## config.mk

```make
export PLATFORM = sky130hd
export DESIGN_NAME = state_frame_decoder_flat
export DESIGN_NICKNAME = d
export VERILOG_FILES = /design/src/rtl/state_frame_decoder_if.sv /design/src/rtl/state_frame_decoder.sv /design/src/flat_wrapper.sv
export SDC_FILE = /design/constraint.sdc
export NUM_CORES = 1
export LEC_CHECK = 0
export BUFFER_PORTS_ARGS = -buffer_cell sky130_fd_sc_hd__buf_4
export CAP_MARGIN = 40
export CORE_MARGIN = 10
export CORE_UTILIZATION = 45
export CTS_CLUSTER_DIAMETER = 60
export DETAILED_ROUTE_END_ITERATION = 12
export PLACE_DENSITY = 0.71
export SETUP_SLACK_MARGIN = 0.3
export SLEW_MARGIN = 15
export SYNTH_ARGS = -nofsm -noshare
export SYNTH_HDL_FRONTEND = slang
export SYNTH_SLANG_ARGS = --single-unit
```

## constraint.sdc

```tcl
create_clock -name clk -period 3.4 [get_ports clk]
set_input_delay 0.68 -clock clk [delete_from_list [all_inputs] [get_ports clk]]
set_output_delay 0.68 -clock clk [all_outputs]
set_load 0.005 [all_outputs]
```

## src/rtl/state_frame_decoder_if.sv

```systemverilog
// Purpose: bundles the serial input line and the decoded parallel outputs of
//          state_frame_decoder into one interface.
// Signals:
//   serIn       serial frame line, driven by the upstream encoder or the bench
//   state       last successfully decoded state vector
//   stateValid  one-cycle pulse: state just updated
//   frameErr    one-cycle pulse: malformed frame abandoned
//   busy        high while a frame is being received
// Modports:
//   master  the side that drives the serial line and consumes the results
//   slave   the decoder itself
interface state_frame_decoder_if #(
  parameter int STATE_LENGTH = 7
);
  logic                    serIn;
  logic [STATE_LENGTH-1:0] state;
  logic                    stateValid;
  logic                    frameErr;
  logic                    busy;

  modport master (output serIn, input state, stateValid, frameErr, busy);
  modport slave  (input serIn, output state, stateValid, frameErr, busy);
endinterface

```

## src/rtl/state_frame_decoder.sv

```systemverilog
// Purpose: recovers a STATE_LENGTH-bit state vector from the single-wire serial
//          frame of the state encoder. Frame on the synchronized line:
//          HEADER_ON highs, HEADER_GAP lows, per bit {d,0,0} MSB first,
//          CLOSER_ON highs, then at least one low. A good frame updates state and
//          pulses stateValid; a malformed one pulses frameErr and the decoder
//          waits for IDLE_GAP consecutive lows before re-arming.
// Ports:
//   clk    system clock, one line symbol per cycle
//   rst_n  asynchronous reset, active low
//   bus    state_frame_decoder_if.slave (serIn in; state, stateValid,
//          frameErr, busy out)
module state_frame_decoder #(
  parameter int STATE_LENGTH = 7,
  parameter int HEADER_ON    = 3,
  parameter int HEADER_GAP   = 4,
  parameter int CLOSER_ON    = 2,
  parameter int SYNC_STAGES  = 2,
  parameter int IDLE_GAP     = 4
) (
  input  logic                  clk,
  input  logic                  rst_n,
  state_frame_decoder_if.slave  bus
);

  localparam int CNT_MAX_A = (HEADER_ON + 1 > HEADER_GAP) ? HEADER_ON + 1 : HEADER_GAP;
  localparam int CNT_MAX_B = (CLOSER_ON + 1 > IDLE_GAP) ? CLOSER_ON + 1 : IDLE_GAP;
  localparam int CNT_MAX   = (CNT_MAX_A > CNT_MAX_B) ? CNT_MAX_A : CNT_MAX_B;
  localparam int CNT_W     = $clog2(CNT_MAX + 1);
  localparam int IDX_W     = (STATE_LENGTH > 1) ? $clog2(STATE_LENGTH) : 1;

  typedef enum logic [2:0] {
    IDLE, HDR_HIGH, HDR_GAP, BITS, CLOSE_HIGH, WAIT_LOW
  } fsm_t;

  logic [SYNC_STAGES-1:0]  r_sync;
  fsm_t                    r_fsm, w_fsm_nxt;
  logic [CNT_W-1:0]        r_cnt, w_cnt_nxt;
  logic [IDX_W-1:0]        r_idx, w_idx_nxt;
  logic [1:0]              r_phase, w_phase_nxt;
  logic [STATE_LENGTH-1:0] r_shift, w_shift_nxt;
  logic [STATE_LENGTH-1:0] r_state;
  logic                    r_valid, r_err;
  logic                    w_s, w_commit, w_err;

  assign w_s = r_sync[SYNC_STAGES-1];

  // Next-state logic. COMMIT and ERROR are transient: they act on the edge of
  // the deciding sample and register a strobe for the following cycle.
  always_comb begin
    w_fsm_nxt   = r_fsm;
    w_cnt_nxt   = r_cnt;
    w_idx_nxt   = r_idx;
    w_phase_nxt = r_phase;
    w_shift_nxt = r_shift;
    w_commit    = 1'b0;
    w_err       = 1'b0;
    case (r_fsm)
      IDLE: begin
        if (w_s) begin
          w_fsm_nxt = HDR_HIGH;
          w_cnt_nxt = CNT_W'(1);
        end
      end
      HDR_HIGH: begin
        if (w_s) begin
          if (r_cnt == CNT_W'(HEADER_ON)) w_err = 1'b1;
          else                            w_cnt_nxt = r_cnt + 1'b1;
        end else if (r_cnt == CNT_W'(HEADER_ON)) begin
          // The low that ends the header is the first gap sample.
          if (HEADER_GAP == 1) begin
            w_fsm_nxt   = BITS;
            w_idx_nxt   = IDX_W'(STATE_LENGTH - 1);
            w_phase_nxt = 2'd0;
          end else begin
            w_fsm_nxt = HDR_GAP;
            w_cnt_nxt = CNT_W'(1);
          end
        end else begin
          // Short pulses while idle are line noise, dropped without an error.
          w_fsm_nxt = IDLE;
        end
      end
      HDR_GAP: begin
        if (w_s) begin
          w_err = 1'b1;
        end else if (r_cnt == CNT_W'(HEADER_GAP - 1)) begin
          w_fsm_nxt   = BITS;
          w_idx_nxt   = IDX_W'(STATE_LENGTH - 1);
          w_phase_nxt = 2'd0;
        end else begin
          w_cnt_nxt = r_cnt + 1'b1;
        end
      end
      BITS: begin
        case (r_phase)
          2'd0: begin
            w_shift_nxt[r_idx] = w_s;
            w_phase_nxt        = 2'd1;
          end
          2'd1: begin
            if (w_s) w_err = 1'b1;
            else     w_phase_nxt = 2'd2;
          end
          default: begin
            if (w_s) begin
              w_err = 1'b1;
            end else if (r_idx == '0) begin
              w_fsm_nxt = CLOSE_HIGH;
              w_cnt_nxt = '0;
            end else begin
              w_idx_nxt   = r_idx - 1'b1;
              w_phase_nxt = 2'd0;
            end
          end
        endcase
      end
      CLOSE_HIGH: begin
        if (w_s) begin
          if (r_cnt == CNT_W'(CLOSER_ON)) w_err = 1'b1;
          else                            w_cnt_nxt = r_cnt + 1'b1;
        end else if (r_cnt == CNT_W'(CLOSER_ON)) begin
          w_commit  = 1'b1;
          w_fsm_nxt = IDLE;
        end else begin
          w_err = 1'b1;
        end
      end
      WAIT_LOW: begin
        if (w_s) begin
          w_cnt_nxt = '0;
        end else if (r_cnt == CNT_W'(IDLE_GAP - 1)) begin
          w_fsm_nxt = IDLE;
          w_cnt_nxt = '0;
        end else begin
          w_cnt_nxt = r_cnt + 1'b1;
        end
      end
      default: w_fsm_nxt = IDLE;
    endcase
    if (w_err) begin
      w_fsm_nxt = WAIT_LOW;
      w_cnt_nxt = '0;
    end
  end

  always_ff @(posedge clk or negedge rst_n) begin
    if (!rst_n) begin
      r_sync  <= '0;
      r_fsm   <= IDLE;
      r_cnt   <= '0;
      r_idx   <= '0;
      r_phase <= '0;
      r_state <= '0;
      r_valid <= 1'b0;
      r_err   <= 1'b0;
    end else begin
      r_sync[0] <= bus.serIn;
      for (int k = 1; k < SYNC_STAGES; k++) r_sync[k] <= r_sync[k-1];
      r_fsm   <= w_fsm_nxt;
      r_cnt   <= w_cnt_nxt;
      r_idx   <= w_idx_nxt;
      r_phase <= w_phase_nxt;
      r_valid <= w_commit;
      r_err   <= w_err;
      if (w_commit) r_state <= r_shift;
    end
  end

  // Shift register is pure data: every bit is rewritten before a commit.
  always_ff @(posedge clk) begin
    r_shift <= w_shift_nxt;
  end

  assign bus.state      = r_state;
  assign bus.stateValid = r_valid;
  assign bus.frameErr   = r_err;
  assign bus.busy       = (r_fsm == HDR_HIGH) || (r_fsm == HDR_GAP) ||
                          (r_fsm == BITS)     || (r_fsm == CLOSE_HIGH);

endmodule

```

## src/flat_wrapper.sv

```systemverilog
// flat-port wrapper written by rule: the top's interface ports become plain ports
module state_frame_decoder_flat 
#(
  parameter int STATE_LENGTH = 7,
  parameter int HEADER_ON    = 3,
  parameter int HEADER_GAP   = 4,
  parameter int CLOSER_ON    = 2,
  parameter int SYNC_STAGES  = 2,
  parameter int IDLE_GAP     = 4
)
  (clk, rst_n, bus_serIn, bus_state, bus_stateValid, bus_frameErr, bus_busy);
  state_frame_decoder_if #(.STATE_LENGTH(STATE_LENGTH)) bus_i ();
  input  logic clk;
  input  logic rst_n;
  input wire logic [$bits(bus_i.serIn)-1:0] bus_serIn;
  output wire logic [$bits(bus_i.state)-1:0] bus_state;
  output wire logic [$bits(bus_i.stateValid)-1:0] bus_stateValid;
  output wire logic [$bits(bus_i.frameErr)-1:0] bus_frameErr;
  output wire logic [$bits(bus_i.busy)-1:0] bus_busy;
  assign bus_i.serIn = bus_serIn;
  assign bus_state = bus_i.state;
  assign bus_stateValid = bus_i.stateValid;
  assign bus_frameErr = bus_i.frameErr;
  assign bus_busy = bus_i.busy;
  state_frame_decoder #(.STATE_LENGTH(STATE_LENGTH), .HEADER_ON(HEADER_ON), .HEADER_GAP(HEADER_GAP), .CLOSER_ON(CLOSER_ON), .SYNC_STAGES(SYNC_STAGES), .IDLE_GAP(IDLE_GAP)) u_core (.clk(clk), .rst_n(rst_n), .bus(bus_i));
endmodule
```

Word level (Yosys, flattened, before mapping). Index checks and enable logic that the tools add are counted.

Bits of input ports: 3. ROM bits: 0. Word-level logic and storage cells: 111. Register bits: 29. Memories: 0. Memory bits (writable): 0. Bits in latches: 0.

Muxes and demuxes: 53. Bitwise logic cells: 0. Multipliers: 0. Reductions and logical operators: 15. Add/sub/neg operators: 2. Div/mod/pow operators: 0. Magnitude comparators: 2. Eq/ne operators: 30. Shifts and indexed selects: 0.

Operators with widths (count): $mux W3 (29); $pmux W3 S6 (2); $ne A3 B3 Y1 const B (7); $ne A3 B1 Y1 const B (6); $eq A3 B2 Y1 const B (4); $mux W2 (6); $reduce_and A6 Y1 (2); $reduce_and A11 Y1 (1); $mux W1 (10); $reduce_and A9 Y1 (1); $ne A2 B2 Y1 const B (4); $pmux W2 S2 (2); $bwmux W7 (1); $reduce_bool A7 Y1 (1); $eq A3 B3 Y1 const B (2); $logic_not A3 Y1 (2); $ne A3 B2 Y1 const B (2); $pmux W3 S2 (1); $lt A3 B4 Y1 const B (1); $ne A4 B1 Y1 const B (1); $ne A4 B4 Y1 const B (1); $pmux W1 S4 (1); $add A3 B1 Y3 const B (1); $demux W1 S3 (1); 11 further kinds (13).

Depth between registers and ports, before layout.
Depth after elaboration: 6. Mapped depth: 9.

Least setup slack after synthesis. OpenSTA, ideal clock, no wires.

Path type: reg-to-reg. From: reg u_core.r_cnt[0]. To: reg u_core.r_cnt[0]. Arrival time: 1.869 ns. Required time: 3.272 ns. Cell stages (with the launch flop): 10. Path slack: 1.403 ns. Clock period less this slack: 1.997 ns. Cells stage by stage: dfrtp_1 inv_1 ha_1 nor2b_1 ha_1 nor2b_1 nand2_1 o22ai_1 a2111o_1 mux2_1.

Word-level cells in the longest chain between the ends: 6. Elaborated cells between the ends (all ways): 28. Those cells by class: add/sub: 1; eq/ne: 10; mux: 15; reduce/logical: 2.

RTL lines: start: declaration (RTL line state_frame_decoder.sv:37) `logic [CNT_W-1:0] r_cnt, w_cnt_nxt;`; start signal: assignment (RTL line state_frame_decoder.sv:160) `r_cnt <= w_cnt_nxt;`; $eq A3 B2 Y1, on equally long branches; $mux W1, on equally long branches (RTL line state_frame_decoder.sv:121, state_frame_decoder.sv:119, state_frame_decoder.sv:66); $mux W1, on equally long branches (RTL line state_frame_decoder.sv:118, state_frame_decoder.sv:65); $pmux W1 S4 (RTL line state_frame_decoder.sv:57) `case (r_fsm)`; $ne A4 B1 Y1 (no line), or another cell as far along; $reduce_and A9 Y1 (no line).

Several ways; a longest one is shown, not always the timed one. The select of a mux whose other input is x is not followed. A chain may end at the register's enable or synchronous reset.

Worst setup path after layout.
From: reg u_core.r_sync[1]. To: reg u_core.r_cnt[0].

Word-level cells in the longest chain between the ends: 5. Elaborated cells between the ends (all ways): 19. Those cells by class: eq/ne: 8; mux: 9; reduce/logical: 2.

RTL lines: start: declaration (RTL line state_frame_decoder.sv:35) `logic [SYNC_STAGES-1:0] r_sync;`; start signal: assignment (RTL line state_frame_decoder.sv:148) `r_sync <= '0;`; $mux W1 (RTL line state_frame_decoder.sv:84, state_frame_decoder.sv:101, state_frame_decoder.sv:105); $mux W1; $pmux W1 S4 (RTL line state_frame_decoder.sv:57); $ne A4 B1 Y1 (no line), or another cell as far along; $reduce_and A9 Y1 (no line).

Several ways; a longest one is shown, not always the timed one.

==> impl_results.md <==
* Cell count after synthesis at 165
* Ant diodes at 0
* Core box area at 3442 um^2
* Hold buffer count at CTS at 0
* H-tree depth at 2
* Compound-cell area share of the yosys netlist at 14.41%
* R2r endpoint: u_core.r_cnt[0]
* CTS root buffer: clkbuf_8
* Largest family of logic cells by synthesized area: simple AND/OR/NAND/NOR gates
* Synth area leader: dfrtp_1
* Pins Over Slew Limit at 0
* Worst min-delay path class: input pin to asynchronous set/reset pin
* Largest cells by area after synthesis: dfrtp_1 34%, edfxtp_1 13%, ha_1 6.1%, mux2_2 4.8%, nor2_1 3.7%
* Routed len/inst at 15.37 um
* Main synth FF type: dfrtp_1
* Row count at 21
* Synth Area in Simple Gates at 19.66%
* CP top delay family: flip-flops
* Worst R2R Start: u_core.r_sync[1]
* Seq. cell area at 760.7 um^2
* CP Launch Type: flip-flop
* DP Wirelength at 2509 um
* Worst-skew pair later-pin latency at 0.28 ns
* # port buffers at 12
* RD Place Congestion at 0.8357
* Top cells by count, synth: 22 x dfrtp_1, 16 x nor2_1, 13 x inv_1
* Clock buffer depth at 2
* GRT Util Overall at 12.06%
* First-pass GRT wire length at 6051 um
* Post-synthesis adder-cell area fraction at 6.098%
* Routed WL at 3427 um
* Worst slack, placed at 0.9465 ns
* Cell with the most instances after synthesis: dfrtp_1
* First-pass iteration count of the detailed router at 4
* First-iteration detailed-routing DRC count at 75
* Mux cell area share after synthesis at 6.860%
* XOR/XNOR Fraction of Synth Area at 1.067%
* Worst Skew at 0.008125 ns
* CTS Buf Count at 5
* Worst setup path class: flip-flop to flip-flop
* Outcome: complete, no violations
* Minimum clock period after layout at 2.508 ns
* Synth unique cells at 44
* Post-route setup slack at 0.8918 ns
* Utilization after layout at 53.84%
* Critical Path Start: u_core.r_sync[1]
* Design Area, Final at 1853 um^2
* CP cell instances: inv_1 > ha_1 > nor2b_1 > nand2_1 > o22ai_1 > a2111o_1 > mux2_1
* Footprint of the multi-input gates at 789.5 um^2
* Final hold violation count at 0
* CP arrival at 2.67 ns
* Slew HR at 49.75%
* Final Setup Violations at 0
* Post-synth EDFFs at 7
* Vias in the first global route at 1,288
* CTS tree: done
* Grt ovf at 0
* Syn Area/Cell at 9.949 um^2
* Pwr/cell area at 766.4 nW/um^2
* RSZ-0062 raised after global routing: no
* Drt drc at 0
* Tcrit/Tclk final at 73.77%
* Vias/cell at 5.552
* Sequential fraction of the synthesis area at 46.34%
* CP max stage delay at 0.73 ns
* Fin Setup TNS at 0 ns
* Synth async-reset ratio at 75.86%
* Synth-to-Final Area Change at 12.88%
* Clk pin slew, worst setup/hold paths at 0.07 ns
* Yosys top cell area share at 33.54%
* Vias at 1,238
* Area post-placement at 1747 um^2
* Slowest cell on crit path: dfrtp_1
* Max_cap viols at 0
* Achievable Freq at 398.7 MHz
* Leakage at 0.7974 nW
* Layout cells sized above 1 at 16.95%
* Die Width at 80.40 um
* WP data required at 3.56 ns
* Die area at 6464 um^2
* Mapped Nets at 176
* Yosys warns at 0
* Die height at 80.40 um
* Worst R2R Path Depth at 7
* Worst-Margin Slew at 0.7538 ns
* Initial antenna violation count at 0
* Final nets at 187
* Crit. End Element: flip-flop
* Max FO, Critical Path at 19
* Worst path buffer plus inverter count at 1
* Fill cells at 315
* Final ANT Viol Nets at 0
* Setup Buffers After CTS at 0
* Mapped Area at 1642 um^2
* Peak supply drop at 0.0003394 V
* Ports at 13
* Total power at 1.420 mW
* CTS resizes at 0
* #FFs+latches synth at 29
* CTS sink cnt at 29
* Largest net degree at the start of global routing at 26
* Flop-to-flop setup slack at 0.89 ns
* Starting Density at 47.69%
cells by family after synthesis:
| group | after synthesis |
|---|---|
| xor+xnor | 2 |
| flops | 29 |
| fa+ha+maj | 8 |
| buf+inv | 21 |
| simple gates | 61 |
| compound gates | 34 |
| mux | 10 |
registers in the layout, summed over array words and instances (netlist names):
name / cells
u_core.bus.stateValid: 1
u_core.r_fsm: 3
u_core.r_idx: 3
u_core.r_cnt: 3
u_core.r_sync: 2
u_core.bus.frameErr: 1
u_core.r_phase: 2
u_core.bus.state: 7
u_core.r_shift: 7
worst max path at each step:
stage | endpoint | cells past startpoint | slack, ns
6_report | u_core.r_cnt[0] | 7 | 0.89
4_1_cts | u_core.r_cnt[0] | 7 | 0.91
3_3_place_gp | u_core.r_cnt[0] | 7 | 1.12
5_1_grt | u_core.r_cnt[1] | 7 | 0.67
3_5_place_dp | u_core.r_cnt[1] | 7 | 0.95
2_1_floorplan | u_core.r_cnt[0] | 9 | 1.40
area by class of cell:
class	count	area share [%]
clock buffer	6	3.916
multi-input combinational	115	42.61
inverter	13	2.633
sequential	29	41.05
timing repair buffer	12	4.862
clock inverter	2	1.823
tap	46	3.106
placed cells by master (no fill, tap or decap), types with 3 or more instances in the layout:
master	Yosys	layout
nand2b_1	6	6
dfrtp_1	22	22
or3_1	3	3
o21ai_0	6	6
nand2_1	10	10
nor3_1	6	6
clkbuf_8	0	5
edfxtp_1	7	7
ha_1	8	8
buf_4	0	12
mux2_2	7	7
mux2_1	3	3
inv_1	13	13
a21oi_1	7	7
nor2b_1	4	4
nor2_1	16	16
a31oi_1	5	5
nor4_1	3	3
metrics by stage:
| stage | instances | hold WS (ns) |
|---|---|---|
| finish | 223 | 0.2715 |
| global route | 223 | 0.2844 |
| CTS | 223 | 0.2843 |
| detailed placement | 215 | 0.3402 |
| global placement | 215 | 0.3429 |
| floorplan | 165 | 0.3312 |
where the power goes:
| part | switching, mW | internal, mW | leakage [nW] | total, mW |
|---|---|---|---|---|
| combinational | 0.238 | 0.273 | 0.392 | 0.511 |
| clock | 0.129 | 0.216 | 0.0528 | 0.345 |
| sequential | 0.135 | 0.429 | 0.353 | 0.565 |
per-layer routing:
metal	global-route usage, %	share of wire, %	vias to the layer above
li1	-	-	613
met1	12.97	44	584
met2	19.27	48	34
met3	5.457	5.8	7
met4	6.690	1.8	0
met5	0	0	-
Power figures use the tool's default switching activity.
